## config.mk

```make
export PLATFORM = sky130hd
export DESIGN_NAME = serial_subtractor
export DESIGN_NICKNAME = d
export VERILOG_FILES = /design/src/rtl/serial_subtractor.sv
export SDC_FILE = /design/constraint.sdc
export NUM_CORES = 1
export LEC_CHECK = 0
export CAP_MARGIN = 20
export CORE_ASPECT_RATIO = 1.4
export CORE_MARGIN = 2
export CORE_UTILIZATION = 51
export CTS_CLUSTER_SIZE = 8
export DETAILED_ROUTE_END_ITERATION = 10
export PLACE_DENSITY = 0.76
export SLEW_MARGIN = 20
export SYNTH_ARGS = -nofsm -noshare
export SYNTH_HDL_FRONTEND = slang
export SYNTH_SLANG_ARGS = --single-unit
export TNS_END_PERCENT = 5
```

## constraint.sdc

```tcl
create_clock -name clk -period 1.7 [get_ports clk]
set_input_delay 0.255 -clock clk [delete_from_list [all_inputs] [get_ports clk]]
set_output_delay 0.255 -clock clk [all_outputs]
set_load 0.1 [all_outputs]
```

## src/rtl/serial_subtractor.sv

```systemverilog
// serial_subtractor: bit-serial LSB-first a - b - bin with valid/ready handshakes
module serial_subtractor #(
    parameter int WIDTH = 8
) (
    input  logic             clk,
    input  logic             rst,
    input  logic             in_valid,
    output logic             in_ready,
    input  logic [WIDTH-1:0] a,
    input  logic [WIDTH-1:0] b,
    input  logic             bin,
    output logic             out_valid,
    input  logic             out_ready,
    output logic [WIDTH-1:0] diff,
    output logic             bout,
    output logic             ovf
);
    localparam int CW = $clog2(WIDTH) + 1;
    typedef enum logic [1:0] {IDLE, RUN, DONE} state_t;
    state_t state_q, state_d;
    logic [WIDTH-1:0] a_q, a_d, b_q, b_d, wd_q, wd_d, diff_q, diff_d;
    logic [CW-1:0] cnt_q, cnt_d;
    logic br_q, br_d, bout_q, bout_d, ovf_q, ovf_d, d_bit, last;
    assign in_ready  = state_q == IDLE;
    assign out_valid = state_q == DONE;
    assign diff      = diff_q;
    assign bout      = bout_q;
    assign ovf       = ovf_q;
    always_comb begin
        state_d = state_q;
        a_d     = a_q;
        b_d     = b_q;
        wd_d    = wd_q;
        br_d    = br_q;
        cnt_d   = cnt_q;
        diff_d  = diff_q;
        bout_d  = bout_q;
        ovf_d   = ovf_q;
        d_bit   = a_q[0] ^ b_q[0] ^ br_q;
        last    = cnt_q == CW'(WIDTH - 1);
        case (state_q)
            IDLE: if (in_valid) begin
                a_d     = a;
                b_d     = b;
                br_d    = bin;
                cnt_d   = '0;
                state_d = RUN;
            end
            RUN: begin
                br_d  = (~a_q[0] & b_q[0]) | (~(a_q[0] ^ b_q[0]) & br_q);
                wd_d  = {d_bit, wd_q[WIDTH-1:1]};
                a_d   = a_q >> 1;
                b_d   = b_q >> 1;
                cnt_d = cnt_q + CW'(1);
                // on the last bit the shift regs hold the original operand MSBs
                if (last) begin
                    state_d = DONE;
                    diff_d  = wd_d;
                    bout_d  = br_d;
                    ovf_d   = (a_q[0] != b_q[0]) && (d_bit != a_q[0]);
                end
            end
            DONE: if (out_ready) state_d = IDLE;
            default: state_d = IDLE;
        endcase
    end
    always_ff @(posedge clk or posedge rst) begin
        if (rst) begin
            state_q <= IDLE;
            a_q     <= '0;
            b_q     <= '0;
            wd_q    <= '0;
            br_q    <= 1'b0;
            cnt_q   <= '0;
            diff_q  <= '0;
            bout_q  <= 1'b0;
            ovf_q   <= 1'b0;
        end else begin
            state_q <= state_d;
            a_q     <= a_d;
            b_q     <= b_d;
            wd_q    <= wd_d;
            br_q    <= br_d;
            cnt_q   <= cnt_d;
            diff_q  <= diff_d;
            bout_q  <= bout_d;
            ovf_q   <= ovf_d;
        end
    end
endmodule

```

# Word level (Yosys, flattened, before mapping)
# Index checks and enable logic that the tools add are counted.
[totals]
elab_cells = 43
inputBits = 21
reg_bits = 41
out_inout_bits = 12
[classes]
bitwise_logic = 7
add_sub_neg = 1
reduce_logical = 6
n_mux = 12
n_eq_ne = 8
[op_table]
columns = ["cell", "count"]
rows = [
  ["case mux 8 bit (2 select lines)", 2],
  ["two-way mux 8 bit", 2],
  ["case mux 4 bit (2 select lines)", 1],
  ["two-way mux 2 bit", 3],
  ["case mux 2 bit (3 select lines)", 1],
  ["adder 4 x 1 -> 4 bit (second input constant)", 1],
  ["equality test 4 x 3 -> 1 bit (second input constant)", 1],
  ["two-way mux 4 bit", 1],
  ["!= test 2 bit (second input constant)", 2],
  ["AND reduction 2 bit", 2],
  ["AND reduction 3 bit", 1],
  ["AND 1 bit", 2],
  ["equality test 2 x 1 -> 1 bit (second input constant)", 1],
  ["equality test 2 bit (second input constant)", 1],
  ["logical NOT 2 bit", 1],
  ["!= test 1 bit", 2],
  ["!= test 2 x 1 -> 1 bit (second input constant)", 1],
  ["inverter 1 bit", 2],
  ["case mux 1 bit (2 select lines)", 1],
  ["nonzero test 2 bit", 1],
  ["XOR 1 bit", 2],
  ["logical AND 1 bit", 1],
  ["two-way mux 1 bit", 1],
  ["bitwise OR 1 bit", 1],
]

# Depth between registers and ports, before layout
[logic_depth]
word_depth = 5
ltp_mapped = 5
mapped_depth_nobuf = 5

# Least setup slack after synthesis
# OpenSTA, ideal clock, no wires.
[synth_path]
path_kind = "flip-flop to flip-flop"
start = "register state_q[0]"
end = "register a_q[7]"
n_path_buf = 1
required_ps = 1627
path_stages_with_launch = 4
synth_period_minus_slack_ps = 2313
path_slack_ps = -613
arrival_ps = 2241
setup_time_ps = 73
cell_sequence = "dfrtp_1 clkbuf_1 nor2_1 a32o_1"
[synth_via]
elab_chain_len = 3
word_cells_on_any_way = 6
classes_between = "eq/ne: 2; mux: 1; reduce/logical: 3"
[synth_rtl]
columns = ["element", "line", "text"]
rows = [
  ["start: declaration", "20", "state_t state_q, state_d;"],
  ["start signal: assignment", "79", "state_q <= state_d;"],
  ["logical NOT 2 bit *", "n/a", ""],
  ["via in_ready", "8", "output logic in_ready,"],
  ["!= test 2 bit (no line) or nonzero test 2 bit (tied branches)", "n/a", ""],
  ["AND reduction 2 bit (no line)", "n/a", ""],
  ["end signal: assignment", "70", "a_q <= '0;"],
  ["end signal: assignment", "80", "a_q <= a_d;"],
  ["end: declaration", "21", "logic [WIDTH-1:0] a_q, a_d, b_q, b_d, wd_q, wd_d, diff_q, diff_d;"],
]
# Mark *: on every way through the listed nets, which the timed path passes. The rest lies on a longest branch.
# A chain may end at the register's enable or synchronous reset.

# Final worst setup path
[layout_path]
start = "register a_q[0]"
end = "register ovf_q (netlist: ovf)"
[layout_via]
elab_chain_len = 4
word_cells_on_any_way = 5
classes_between = "eq/ne: 2; bitwise: 2; reduce/logical: 1"
[layout_rtl]
columns = ["element", "line", "text"]
rows = [
  ["XOR 1 bit (2 in a row)", "39", "d_bit = a_q[0] ^ b_q[0] ^ br_q;"],
  ["!= test 1 bit", "60", "ovf_d = (a_q[0] != b_q[0]) && (d_bit != a_q[0]);"],
  ["logical AND 1 bit *", "60", ""],
  ["end signal: assignment", "87", "ovf_q <= ovf_d;"],
  ["end: declaration", "23", "logic br_q, br_d, bout_q, bout_d, ovf_q, ovf_d, d_bit, last;"],
]
# Mark *: on every way between the ends. The rest lies on a longest branch, timed or not.

==> results.yml <==
power_and_ir_drop:
  irDropWorstVdd_mv: 1.14
  comb_power_share_pct: 51.3
  power.share.clock_pct: 13.6
  p_int_mw: 2.65
  power_leakage_nw: 1.07
  swShare_pct: 43.7
  pwr-share-seq_pct: 35.1
  p_switching_mw: 2.06
  p_per_area_nw_per_um2: 2000
die:
  rows: 25
  start_util_pct: 51.9
  dieArea_um2: 3860
  num_io_pins: 33
  die_y_um: 72.7
  die_w_um: 53.1
  core_um2: 3320
yosys:
  ys_seq_elements: 40
  ys_types: 27
  synth-seq-area-share_pct: 58.2
  synthCells: 158
  ys_warn_count: 0
  synth_nets: 182
  postSynthAreaPerCell_um2: 10.9
  syn_area_um2: 1720
cts:
  cts_max_level: 2
  clockBufferDepth: 2
  clock_latency_ns: 0.29
  clkSinkCount: 40
  root_buffer: "clkbuf_8"
  cts_tree: "done"
  clkSlewWorstSetupHoldPaths_ns: 0.07
  cts_buffers: 5
worst_setup_path:
  reg2reg_from: "a_q[0]$_DFFE_PP0P_"
  path_cells: "inv_2 > fa_1 > xor2_1 > nor2_1 > mux2_2"
  path_class: "reg -> reg"
  required_ns: 1.88
  crit_fanout: 3
  crit_family: "adder cells"
  crit_path_end_kind: "flop"
  reg2reg_setup_slack_ns: 0.09
  crit_path_top_delay_cell: "fa_1"
  worstRegToRegCells: 5
  critical_path.startpoint_type: "flop"
  r2r-end: "ovf$_DFFE_PP0P_"
  crit_buf_inv: 1
  crit_arrival_ns: 1.79
  critical_path.max_stage_delay_ns: 0.57
global_route:
  grt_pass1_wl_um: 5870
  grt_max_degree: 41
  grt_pass1_vias: 1400
  antenna_found_initial: 0
  grt_usage_pct: 20.7
  grt-ovfl-total: 0
timing:
  setup_viol: 0
  setup_ws_ns: 0.0868
  finClkSkew_ns: 0.00530
  rsz0062_at_grt: "false"
  layout_min_cycle_time_ns: 1.61
  whs_ns: 0.390
  fmax_mhz: 620
  max_slew.worst_pin.slew_ns: 0.492
  relSlewSlack_pct: 67.2
  slew_viol_final: 0
  hold_viol: 0
  period_share_pct: 94.9
final_layout:
  drive_above_1_share_pct: 22.6
  nets: 222
  fillers: 286
  finalNonFillerCells: 239
  syn2layout_area_growth_pct: 37.1
  final_cell_area_um2: 2360
  fin_util_pct: 71.1
  diodes: 0
routing:
  drt_iter0_drc: 38
  dr.pass1.iters: 4
  drc_errors: 0
  ant_nets: 0
  vias: 1312
  drt_wl_total_um: 3330
  wire_per_inst_um: 13.9
  routed_via_density: 5.49
place:
  io_buffers: 32
  gp_congestion: 0.707
  hpwlAfterDp_um: 2450
  placed_cell_area_um2: 2250
  dp_slack_ns: 0.0700
  dpl.cell_count: 229
status:
  outcome: "completed"
run:
  cap_violations: 0
min_path:
  hold_class: "in -> async"
## flip-flops by register name (all words and copies together), names as in the netlist, 2 cells and up
| name | count |
|---|---|
| cnt_q | 4 |
| wd_q | 7 |
| a_q | 8 |
| b_q | 8 |
| state_q | 2 |
| diff | 8 |
## worst max path at each step
stage,start,endpoint,slack [ns],cells after the start
after detailed placement,a_q[0]$_DFFE_PP0P_,ovf$_DFFE_PP0P_,0.07,5
after CTS,br_q$_DFFE_PP0P_,ovf$_DFFE_PP0P_,0.04,4
after global routing,a_q[0]$_DFFE_PP0P_,ovf$_DFFE_PP0P_,0.008,5
after floorplan,state_q[0]$_DFFE_PP0P_,state_q[1]$_DFFE_PP0P_,-0.08,3
after global placement,a_q[0]$_DFFE_PP0P_,ovf$_DFFE_PP0P_,0.14,5
final,a_q[0]$_DFFE_PP0P_,ovf$_DFFE_PP0P_,0.09,5
## layout make-up
cell class	instances	area (um^2)	share of cell area, %
Inverter	5	18.8	0.796
Sequential cell	40	1000	42.4
Timing Repair Buffer	43	536	22.7
Clock inverter	2	10.0	0.424
Multi-Input combinational cell	103	661	28.0
Tap cell	40	50.0	2.12
Clock buffer	6	82.6	3.50
## power by group through the flow
stage	Combinational (mW)	Clock, mW	Sequential, mW
detailed placement	2.38	0	1.68
global route	2.60	0.700	1.71
floorplan	0.883	0	2.30
CTS	2.40	0.659	1.66
finish	2.42	0.639	1.66
global placement	2.31	0	1.64
## placed cells by master (no fill, tap or decap), drive strengths merged
cell type / instances
nand2: 36
and3b: 1
dfrtp: 40
a21o: 1
clkdlybuf4s50: 20
inv: 5
nand2b: 1
a21oi: 2
a31oi: 1
a41oi: 1
ha: 2
nand3: 1
a32o: 2
fa: 1
xor2: 1
nor2: 4
o21bai: 1
mux2: 10
nor2b: 3
o22ai: 1
buf: 23
nor3: 1
mux2i: 1
a22o: 2
a22oi: 14
clkinv: 2
clkbuf: 6
o21ai: 16
## per-stage QoR
step	power, mW	setup TNS (ns)
2_1_floorplan	3.18	-0.126
3_3_place_gp	3.96	0
3_5_place_dp	4.06	0
4_1_cts	4.72	0
5_1_grt	5.01	0
6_report	4.71	0
## cell families (layout without fill, tap and decap cells)
kind of cell,Yosys count,count (layout),synth area share [%]
compound gates,41,41,15.6
xor+xnor,1,1,0.509
fa+ha+maj,3,3,2.62
buf+inv,15,56,4.00
flops,40,40,58.2
mux,11,11,7.13
simple gates,47,47,11.9
## routing by layer
| metal | global-route usage (%) | vias to the layer above | share of wire, % |
|---|---|---|---|
| met3 | 4.51 | 6 | 4.2 |
| met5 | 0 | - | 0 |
| met2 | 38.9 | 32 | 56 |
| li1 | - | 626 | - |
| met1 | 21.6 | 648 | 38 |
| met4 | 7.69 | 0 | 1.7 |
## synth_stat cells, drive strengths merged
| library cell | instances | area share [%] |
|---|---|---|
| a41oi | 1 | 0.51 |
| nand2b | 1 | 0.36 |
| a22o | 2 | 1.0 |
| xor2 | 1 | 0.51 |
| nand2 | 36 | 7.9 |
| a32o | 2 | 1.2 |
| o21ai | 16 | 4.7 |
| ha | 2 | 1.5 |
| nor2b | 3 | 1.1 |
| o22ai | 1 | 0.36 |
| nand3 | 1 | 0.29 |
| a21oi | 2 | 0.58 |
| mux2 | 10 | 6.5 |
| a21o | 1 | 0.44 |
| inv | 5 | 1.1 |
| fa | 1 | 1.2 |
| and3b | 1 | 0.51 |
| a31oi | 1 | 0.36 |
| nor3 | 1 | 0.95 |
| mux2i | 1 | 0.58 |
| nor2 | 4 | 0.87 |
| a22oi | 14 | 6.1 |
| dfrtp | 40 | 58 |
| o21bai | 1 | 0.44 |
| buf | 5 | 1.8 |
| clkbuf | 5 | 1.1 |
## tightest hold or removal path, stage by stage
cell and delay, ns:
clkdlybuf4s50_1 0.40, inv_1 0.05, buf_4 0.42
## repair_timing
action / CTS / global route
pin swaps: 1 / 2
endpoints found under the setup margin: 1 / 1
hold buffers: 0 / 0
resized for setup: 0 / 1
setup buffers: 0 / 2
Note: power is estimated with default switching activity, not from simulation.
